===== config.mk =====
export PLATFORM = sky130hd
export DESIGN_NAME = ula_requisitante_flat
export DESIGN_NICKNAME = d
export VERILOG_FILES = /design/src/rtl/ula_requisitante_if.sv /design/src/rtl/ula_requisitante.sv /design/src/flat_wrapper.sv
export SDC_FILE = /design/constraint.sdc
export NUM_CORES = 1
export LEC_CHECK = 0
export CAP_MARGIN = 5
export CORE_MARGIN = 2
export CORE_UTILIZATION = 45
export DETAILED_ROUTE_END_ITERATION = 16
export PLACE_DENSITY = 0.8
export REMOVE_ABC_BUFFERS = 1
export SYNTH_ARGS = -nofsm -noshare
export SYNTH_HDL_FRONTEND = slang
export SYNTH_SLANG_ARGS = --single-unit

===== constraint.sdc =====
create_clock -name clk -period 2.3 [get_ports clk]
set_clock_uncertainty 0.15 [all_clocks]
set_input_delay 0.46 -clock clk [delete_from_list [all_inputs] [get_ports clk]]
set_output_delay 0.46 -clock clk [all_outputs]
set_load 0.05 [all_outputs]

===== src/rtl/ula_requisitante_if.sv =====
// ---------------------------------------------------------------------------
// ula_requisitante_if
// Bundles the three buses around the ULA requester:
//   - upstream request : req_valido/req_pronto handshake with req_op, req_a, req_b
//   - ULA side         : ETp1, ETp2, op, processar out; concluido, Data back
//   - upstream result  : res_valido/res_pronto handshake with res_dado, res_erro
// Modport master is the requester itself; modport slave is everything around it
// (the upstream producer/consumer and the ULA).
// W must equal the requester's TAMANHO_DA_PALAVRA.
// ---------------------------------------------------------------------------
interface ula_requisitante_if #(
    parameter int W = 16
) ();
    logic          req_valido;
    logic          req_pronto;
    logic [3:0]    req_op;
    logic [W-1:0]  req_a;
    logic [W-1:0]  req_b;

    logic [W-1:0]  ETp1;
    logic [W-1:0]  ETp2;
    logic [3:0]    op;
    logic          processar;
    logic          concluido;
    logic [W-1:0]  Data;

    logic          res_valido;
    logic          res_pronto;
    logic [W-1:0]  res_dado;
    logic [1:0]    res_erro;

    modport master (
        input  req_valido, req_op, req_a, req_b, concluido, Data, res_pronto,
        output req_pronto, ETp1, ETp2, op, processar, res_valido, res_dado, res_erro
    );

    modport slave (
        output req_valido, req_op, req_a, req_b, concluido, Data, res_pronto,
        input  req_pronto, ETp1, ETp2, op, processar, res_valido, res_dado, res_erro
    );
endinterface


===== src/rtl/ula_requisitante.sv =====
// ---------------------------------------------------------------------------
// ula_requisitante
// Initiator side of the ULA processar/concluido handshake. Takes one operation
// from upstream, drives it to the ULA, waits for concluido, captures Data and
// hands the result back upstream. Illegal opcodes are rejected without touching
// the ULA, and a hung ULA is caught by a timeout in ENVIA and in LIBERA.
// Ports:
//   clk            clock, all state on the rising edge
//   reset          asynchronous, active-low reset
//   bus            ula_requisitante_if.master (request, ULA and result buses)
//   ops_concluidas number of ok results delivered, wraps 255 -> 0
// res_erro codes: 0 ok, 1 illegal opcode, 2 timeout. All outputs registered.
// ---------------------------------------------------------------------------
module ula_requisitante #(
    parameter int TAMANHO_DA_PALAVRA = 16,
    parameter int LIMITE_ESPERA      = 32,
    parameter int OP_MAX             = 9
) (
    input  logic                 clk,
    input  logic                 reset,
    ula_requisitante_if.master   bus,
    output logic [7:0]           ops_concluidas
);
    localparam int W  = TAMANHO_DA_PALAVRA;
    localparam int TW = (LIMITE_ESPERA > 2) ? $clog2(LIMITE_ESPERA) : 1;
    localparam logic [TW-1:0] TIMER_MAX = TW'(LIMITE_ESPERA - 1);
    localparam logic [3:0]    OP_LIMITE = 4'(OP_MAX);

    typedef enum logic [1:0] {
        OCIOSO,
        ENVIA,
        LIBERA,
        ENTREGA
    } estado_t;

    estado_t        r_estado,    w_estadoProx;
    logic           r_reqPronto, w_reqPronto;
    logic [3:0]     r_op,        w_op;
    logic [W-1:0]   r_etp1,      w_etp1;
    logic [W-1:0]   r_etp2,      w_etp2;
    logic           r_processar, w_processar;
    logic           r_resValido, w_resValido;
    logic [W-1:0]   r_resDado,   w_resDado;
    logic [1:0]     r_resErro,   w_resErro;
    logic [TW-1:0]  r_timer,     w_timer;
    logic [7:0]     r_ops,       w_ops;

    // State and every output register; reset clears all of them at once.
    always_ff @(posedge clk or negedge reset) begin
        if (!reset) begin
            r_estado    <= OCIOSO;
            r_reqPronto <= 1'b0;
            r_op        <= '0;
            r_etp1      <= '0;
            r_etp2      <= '0;
            r_processar <= 1'b0;
            r_resValido <= 1'b0;
            r_resDado   <= '0;
            r_resErro   <= '0;
            r_timer     <= '0;
            r_ops       <= '0;
        end else begin
            r_estado    <= w_estadoProx;
            r_reqPronto <= w_reqPronto;
            r_op        <= w_op;
            r_etp1      <= w_etp1;
            r_etp2      <= w_etp2;
            r_processar <= w_processar;
            r_resValido <= w_resValido;
            r_resDado   <= w_resDado;
            r_resErro   <= w_resErro;
            r_timer     <= w_timer;
            r_ops       <= w_ops;
        end
    end

    // Next-state and next-output logic. req_pronto is only ever raised for a
    // cycle spent in OCIOSO, and is withheld while the ULA still shows concluido
    // from a previous (possibly timed-out) operation so that stale flag is
    // absorbed here instead of being mistaken for the new result.
    // The single timer is reused: cleared on acceptance for ENVIA and cleared
    // again on entry to LIBERA.
    always_comb begin
        w_estadoProx = r_estado;
        w_reqPronto  = 1'b0;
        w_op         = r_op;
        w_etp1       = r_etp1;
        w_etp2       = r_etp2;
        w_processar  = r_processar;
        w_resValido  = r_resValido;
        w_resDado    = r_resDado;
        w_resErro    = r_resErro;
        w_timer      = r_timer;
        w_ops        = r_ops;

        case (r_estado)
            OCIOSO: begin
                w_reqPronto = ~bus.concluido;
                if (bus.req_valido && r_reqPronto) begin
                    w_reqPronto = 1'b0;
                    w_op        = bus.req_op;
                    w_etp1      = bus.req_a;
                    w_etp2      = bus.req_b;
                    w_timer     = '0;
                    if (bus.req_op > OP_LIMITE) begin
                        w_resDado    = '0;
                        w_resErro    = 2'd1;
                        w_resValido  = 1'b1;
                        w_estadoProx = ENTREGA;
                    end else begin
                        w_processar  = 1'b1;
                        w_estadoProx = ENVIA;
                    end
                end
            end

            ENVIA: begin
                w_timer = r_timer + TW'(1);
                if (bus.concluido) begin
                    w_resDado    = bus.Data;
                    w_resErro    = 2'd0;
                    w_processar  = 1'b0;
                    w_timer      = '0;
                    w_estadoProx = LIBERA;
                end else if (r_timer == TIMER_MAX) begin
                    w_resDado    = '0;
                    w_resErro    = 2'd2;
                    w_processar  = 1'b0;
                    w_timer      = '0;
                    w_estadoProx = LIBERA;
                end
            end

            LIBERA: begin
                if (!bus.concluido) begin
                    w_resValido  = 1'b1;
                    w_estadoProx = ENTREGA;
                end else if (r_timer == TIMER_MAX) begin
                    w_resDado    = '0;
                    w_resErro    = 2'd2;
                    w_resValido  = 1'b1;
                    w_estadoProx = ENTREGA;
                end else begin
                    w_timer = r_timer + TW'(1);
                end
            end

            ENTREGA: begin
                if (bus.res_pronto) begin
                    w_resValido  = 1'b0;
                    w_reqPronto  = ~bus.concluido;
                    w_estadoProx = OCIOSO;
                    if (r_resErro == 2'd0) begin
                        w_ops = r_ops + 8'd1;
                    end
                end
            end

            default: begin
                w_estadoProx = OCIOSO;
            end
        endcase
    end

    assign bus.req_pronto = r_reqPronto;
    assign bus.op         = r_op;
    assign bus.ETp1       = r_etp1;
    assign bus.ETp2       = r_etp2;
    assign bus.processar  = r_processar;
    assign bus.res_valido = r_resValido;
    assign bus.res_dado   = r_resDado;
    assign bus.res_erro   = r_resErro;
    assign ops_concluidas = r_ops;
endmodule


===== src/flat_wrapper.sv =====
// flat-port wrapper written by rule: the top's interface ports become plain ports
module ula_requisitante_flat 
#(
    parameter int TAMANHO_DA_PALAVRA = 16,
    parameter int LIMITE_ESPERA      = 32,
    parameter int OP_MAX             = 9
)
  (clk, reset, ops_concluidas, bus_req_valido, bus_req_op, bus_req_a, bus_req_b, bus_concluido, bus_Data, bus_res_pronto, bus_req_pronto, bus_ETp1, bus_ETp2, bus_op, bus_processar, bus_res_valido, bus_res_dado, bus_res_erro);
  ula_requisitante_if #(.W(16)) bus_i ();
  input  logic clk;
  input  logic reset;
  output logic [7:0] ops_concluidas;
  input wire logic [$bits(bus_i.req_valido)-1:0] bus_req_valido;
  input wire logic [$bits(bus_i.req_op)-1:0] bus_req_op;
  input wire logic [$bits(bus_i.req_a)-1:0] bus_req_a;
  input wire logic [$bits(bus_i.req_b)-1:0] bus_req_b;
  input wire logic [$bits(bus_i.concluido)-1:0] bus_concluido;
  input wire logic [$bits(bus_i.Data)-1:0] bus_Data;
  input wire logic [$bits(bus_i.res_pronto)-1:0] bus_res_pronto;
  output wire logic [$bits(bus_i.req_pronto)-1:0] bus_req_pronto;
  output wire logic [$bits(bus_i.ETp1)-1:0] bus_ETp1;
  output wire logic [$bits(bus_i.ETp2)-1:0] bus_ETp2;
  output wire logic [$bits(bus_i.op)-1:0] bus_op;
  output wire logic [$bits(bus_i.processar)-1:0] bus_processar;
  output wire logic [$bits(bus_i.res_valido)-1:0] bus_res_valido;
  output wire logic [$bits(bus_i.res_dado)-1:0] bus_res_dado;
  output wire logic [$bits(bus_i.res_erro)-1:0] bus_res_erro;
  assign bus_i.req_valido = bus_req_valido;
  assign bus_i.req_op = bus_req_op;
  assign bus_i.req_a = bus_req_a;
  assign bus_i.req_b = bus_req_b;
  assign bus_i.concluido = bus_concluido;
  assign bus_i.Data = bus_Data;
  assign bus_i.res_pronto = bus_res_pronto;
  assign bus_req_pronto = bus_i.req_pronto;
  assign bus_ETp1 = bus_i.ETp1;
  assign bus_ETp2 = bus_i.ETp2;
  assign bus_op = bus_i.op;
  assign bus_processar = bus_i.processar;
  assign bus_res_valido = bus_i.res_valido;
  assign bus_res_dado = bus_i.res_dado;
  assign bus_res_erro = bus_i.res_erro;
  ula_requisitante #(.TAMANHO_DA_PALAVRA(TAMANHO_DA_PALAVRA), .LIMITE_ESPERA(LIMITE_ESPERA), .OP_MAX(OP_MAX)) u_core (.clk(clk), .reset(reset), .bus(bus_i), .ops_concluidas(ops_concluidas));
endmodule

==> results.py <==
metrics = {
    "cts": {
        "cts.root.buffer_cell": "sky130_fd_sc_hd__clkbuf_8",
        "clk_pin_slew_ns": 0.07,
        "clkSinkCount": 72,
        "cts.path.max_buffers": 2,
        "tritoncts": "yes",
        "tritoncts.num_buffers": 9,
        "level_count_of_the_clock_h_tree": 3,
        "clk-insertion-delay-late_ns": 0.34,
    },
    "power_and_ir_drop": {
        "power_density_nw_per_um2": 1460,
        "clockPowerShare_pct": 16.5,
        "sequentialPowerShare_pct": 26.9,
        "report.power.total_mw": 7.42,
        "p_leak_nw": 2.29,
        "comb_power_share_pct": 56.7,
        "swShare_pct": 46.3,
        "p_sw_mw": 3.44,
        "vdd_ir_drop_max_mv": 0.834,
        "internal-power_mw": 3.98,
    },
    "timing": {
        "timing_worst_slew_pin_value_ns": 0.541,
        "slew-limit-headroom_pct": 63.8,
        "final_hold_violating_endpoints": 0,
        "maxClockFrequency_ghz": 0.451,
        "grt_setup_unrepaired": "false",
        "finalMaxSlewViolations": 0,
        "finalSetupViolCount": 0,
        "tns_ns": 0,
        "period_share_pct": 96.5,
        "hold_ws_ns": 0.344,
        "layout_min_cycle_time_ns": 2.22,
        "final_critical_path_setup_slack_ns": 0.0804,
    },
    "layout": {
        "register_area_um2": 1800,
        "num_antenna_cells": 0,
        "final_nets": 477,
        "final_design_area_no_fill_um2": 5100,
        "multiInputGateArea_um2": 1490,
        "final_layout_size_suffix_gt1_share_pct": 22.8,
        "fill_cells": 547,
        "area_delta_synth_final_pct": 49.3,
    },
    "yosys": {
        "yosysWarnings": 0,
        "synth-edff-count": 0,
        "synthesis.area_um2": 3410,
        "synth-main-ff-cell": "sky130_fd_sc_hd__dfrtp_1",
        "post_synth_mux_area_share_pct": 13.5,
        "share_of_flip_flops_with_an_asynchronous_set_or_reset_after_synthesis_pct": 100,
        "post_synthesis_area_per_instance_um2": 12.5,
        "synth-seq-cells": 72,
        "count_of_distinct_cell_types_in_the_synthesized_netlist": 46,
        "combinational_family_with_the_most_area_after_synthesis": "compound AO/OA/AOI/OAI gates",
        "synth-adder-area-share_pct": 3.30,
        "synthesis.instances": 274,
        "synth_simple_gate_area_share_pct": 7.73,
        "synth_xor_xnor_area_share_pct": 1.80,
        "synth_compound_gate_area_share_pct": 17.4,
        "synth_sequential_area_ratio_pct": 52.8,
    },
    "floorplanning": {
        "die_height_um": 91.1,
        "design.portCount": 122,
        "start_util_pct": 46.8,
        "core_region_area_um2": 7290,
        "die_x_um": 91.1,
        "floorplan.die_area_um2": 8300,
        "row_count": 31,
    },
    "routing": {
        "drt_iter0_markers": 118,
        "route.detailed.vias_per_inst": 5.25,
        "first_pass_iters": 4,
        "route.vias.total": 2705,
        "drt_drc_violations_left": 0,
        "routed_wl_um": 8530,
        "post_drt_wl_per_cell_um": 16.6,
        "detail-route-antenna-nets": 0,
    },
    "setup_path": {
        "timing.setup.critical_path_class": "flop to output pin",
        "critical_path_buf_inv_count": 1,
        "timing.critical_path.from_type": "flop",
        "critical_path.endpoint_type": "output pin",
        "cp_cell_sequence": "clkdlybuf4s50_1",
        "worst-r2r-setup-slack_ns": 0.11,
        "timing.rr.start": "u_core.r_timer[0]",
        "critPathTopFamily": "buffers and inverters",
        "critical-path-max-stage-delay_ns": 0.84,
        "rr_endpoint": "u_core.r_timer[2]",
        "worstPathMaxFanout": 5,
        "timing.reg2reg.worst_path_depth": 7,
        "timing.critical_path.arrival_ns": 1.61,
        "cp.required_ns": 1.69,
        "critical_path.slowest_cell": "sky130_fd_sc_hd__clkdlybuf4s50_1",
    },
    "grt": {
        "grt_residual_overflow": 0,
        "gr-usage-all-layers_pct": 21.1,
        "initial_antenna_violation_count": 0,
        "grt_first_pass_wirelength_um": 13700,
        "first_global_vias": 2740,
        "grt_start_max_net_pins": 37,
    },
    "min_path": {
        "timing.hold.worst.start": "u_core.ops_concluidas[7]",
        "min_delay_path_depth": 1,
        "holdCritPathClass": "flop to flop",
        "hold_path_end": "u_core.ops_concluidas[7]",
    },
    "place": {
        "dp.final_hpwl_um": 6190,
        "buffer_ports.inserted": 121,
        "gp_congestion": 0.794,
        "worst_setup_slack_before_clock_tree_synthesis_ns": 0.0705,
        "dpl_cell_area_um2": 4820,
    },
    "run": {
        "maxCapViolCount": 0,
    },
    "status": {
        "run_status": "complete, no violations",
    },
}
area by class of cell:
type,instances,share of cell area [%]
well taps,99,2.43
flip-flops and latches,72,35.4
multi-input cells,178,29.3
repair buffers,142,27.5
clock buffers,10,2.50
clock inverters,6,2.26
inverters,8,0.589
power groups by stage:
| stage | Clock, mW | Sequential (mW) | Combinational [mW] |
|---|---|---|---|
| after floorplan | 0 | 3.37 | 1.27 |
| after CTS | 1.25 | 2.00 | 4.17 |
| after detailed placement | 0 | 2.02 | 4.14 |
| after global placement | 0 | 1.99 | 4.09 |
| final | 1.22 | 2.00 | 4.20 |
| after global routing | 1.31 | 2.05 | 4.42 |
stage by stage:
step           instances  util, %
6_report             515     69.9
5_1_grt              515     69.9
4_1_cts              512     69.6
3_5_place_dp         495     66.1
3_3_place_gp         495     66.1
2_1_floorplan        258        -
synthesized netlist by cell type (2+ instances only):
library cell	instances	area, um^2
sky130_fd_sc_hd__dfrtp_1	72	1800
sky130_fd_sc_hd__mux2_2	39	439
sky130_fd_sc_hd__nand2_1	25	93.8
sky130_fd_sc_hd__a211oi_2	15	188
sky130_fd_sc_hd__a21o_1	15	113
sky130_fd_sc_hd__o211ai_1	14	105
sky130_fd_sc_hd__buf_2	10	50.1
sky130_fd_sc_hd__ha_1	9	113
sky130_fd_sc_hd__inv_1	6	22.5
sky130_fd_sc_hd__o21ai_0	6	30.0
sky130_fd_sc_hd__nand3_1	5	25.0
sky130_fd_sc_hd__xnor2_1	5	43.8
sky130_fd_sc_hd__a21oi_1	3	15.0
sky130_fd_sc_hd__and3_1	3	18.8
sky130_fd_sc_hd__nor3_1	3	15.0
sky130_fd_sc_hd__a221o_1	2	20.0
sky130_fd_sc_hd__a22o_1	2	17.5
sky130_fd_sc_hd__and2_1	2	12.5
sky130_fd_sc_hd__buf_6	2	22.5
sky130_fd_sc_hd__clkbuf_1	2	7.51
sky130_fd_sc_hd__clkinv_1	2	7.51
sky130_fd_sc_hd__mux2i_1	2	20.0
sky130_fd_sc_hd__nand2b_1	2	12.5
sky130_fd_sc_hd__nand4_1	2	12.5
sky130_fd_sc_hd__nor2b_1	2	12.5
sky130_fd_sc_hd__o22ai_1	2	12.5
sky130_fd_sc_hd__o2bb2ai_1	2	17.5
sky130_fd_sc_hd__xor2_1	2	17.5
layer usage:
layer	track usage, %	vias to the layer above	part of all wire (%)
met5	0	-	0
met4	10.6	0	2.7
met3	4.15	21	3.7
met2	36.1	64	53
met1	25.3	1346	41
li1	-	1274	-
worst register-to-register path: cells and delay by family (launching register included):
family | cells | cell delay (ns)
DFF | 1 | 0.40
adders and majority gates | 2 | 0.41
and+or+nand+nor | 3 | 0.52
AOI/OAI and AO/OA | 2 | 0.62
how the worst max path moves through the flow:
stage | from | to | slack [ns] | depth (start not counted)
after global routing | u_core.r_timer[0] | u_core.r_timer[2] | 0.01 | 7
final | u_core.ops_concluidas[2] | ops_concluidas[2] | 0.08 | 1
after detailed placement | bus_res_pronto | u_core.ops_concluidas[7] | 0.07 | 6
after global placement | bus_res_pronto | u_core.ops_concluidas[7] | 0.10 | 6
after floorplan | u_core.r_estado[0] | u_core.bus.res_dado[0] | -0.09 | 6
after CTS | u_core.r_timer[0] | u_core.r_timer[2] | 0.06 | 7
cell families after synthesis:
logic type	Yosys count
compound gates	70
xor+xnor	7
fa+ha+maj	9
buf+inv	24
flops	72
mux	41
simple gates	51
flip-flops by register name, summed over array words and instances (netlist names):
signal and flops:
u_core.ops_concluidas 8, u_core.bus.ETp2 16, u_core.bus.ETp1 16, u_core.r_estado 2, u_core.bus.req_pronto 1, u_core.bus.res_valido 1
u_core.bus.res_erro 2, u_core.bus.op 4, u_core.bus.res_dado 16, u_core.bus.processar 1, u_core.r_timer 5
cells in the final DEF, fill, tap and decap left out, types with 3 or more instances in the layout:
cell                              Yosys  final
sky130_fd_sc_hd__o211ai_1            14     14
sky130_fd_sc_hd__dfrtp_1             72     72
sky130_fd_sc_hd__ha_1                 9      9
sky130_fd_sc_hd__clkdlybuf4s50_1      0    119
sky130_fd_sc_hd__mux2_2              39     39
sky130_fd_sc_hd__nor3_1               3      3
sky130_fd_sc_hd__o21ai_0              6      6
sky130_fd_sc_hd__xnor2_1              5      5
sky130_fd_sc_hd__and3_1               3      3
sky130_fd_sc_hd__buf_4                0     19
sky130_fd_sc_hd__inv_1                6      6
sky130_fd_sc_hd__a211oi_2            15     15
sky130_fd_sc_hd__bufinv_16            0      3
sky130_fd_sc_hd__a21o_1              15     15
sky130_fd_sc_hd__clkbuf_8             0      9
sky130_fd_sc_hd__buf_12               0      3
sky130_fd_sc_hd__a21oi_1              3      3
sky130_fd_sc_hd__nand3_1              5      5
sky130_fd_sc_hd__nand2_1             25     25
timing repair:
action                                  4_1_cts  5_1_grt
endpoints found under the setup margin        0        1
hold buffers                                  1        0
gates resized for setup                       0        1
endpoints found under the hold margin        21        0
buffers inserted                              0        3
Note: power is estimated with default switching activity, not from simulation.
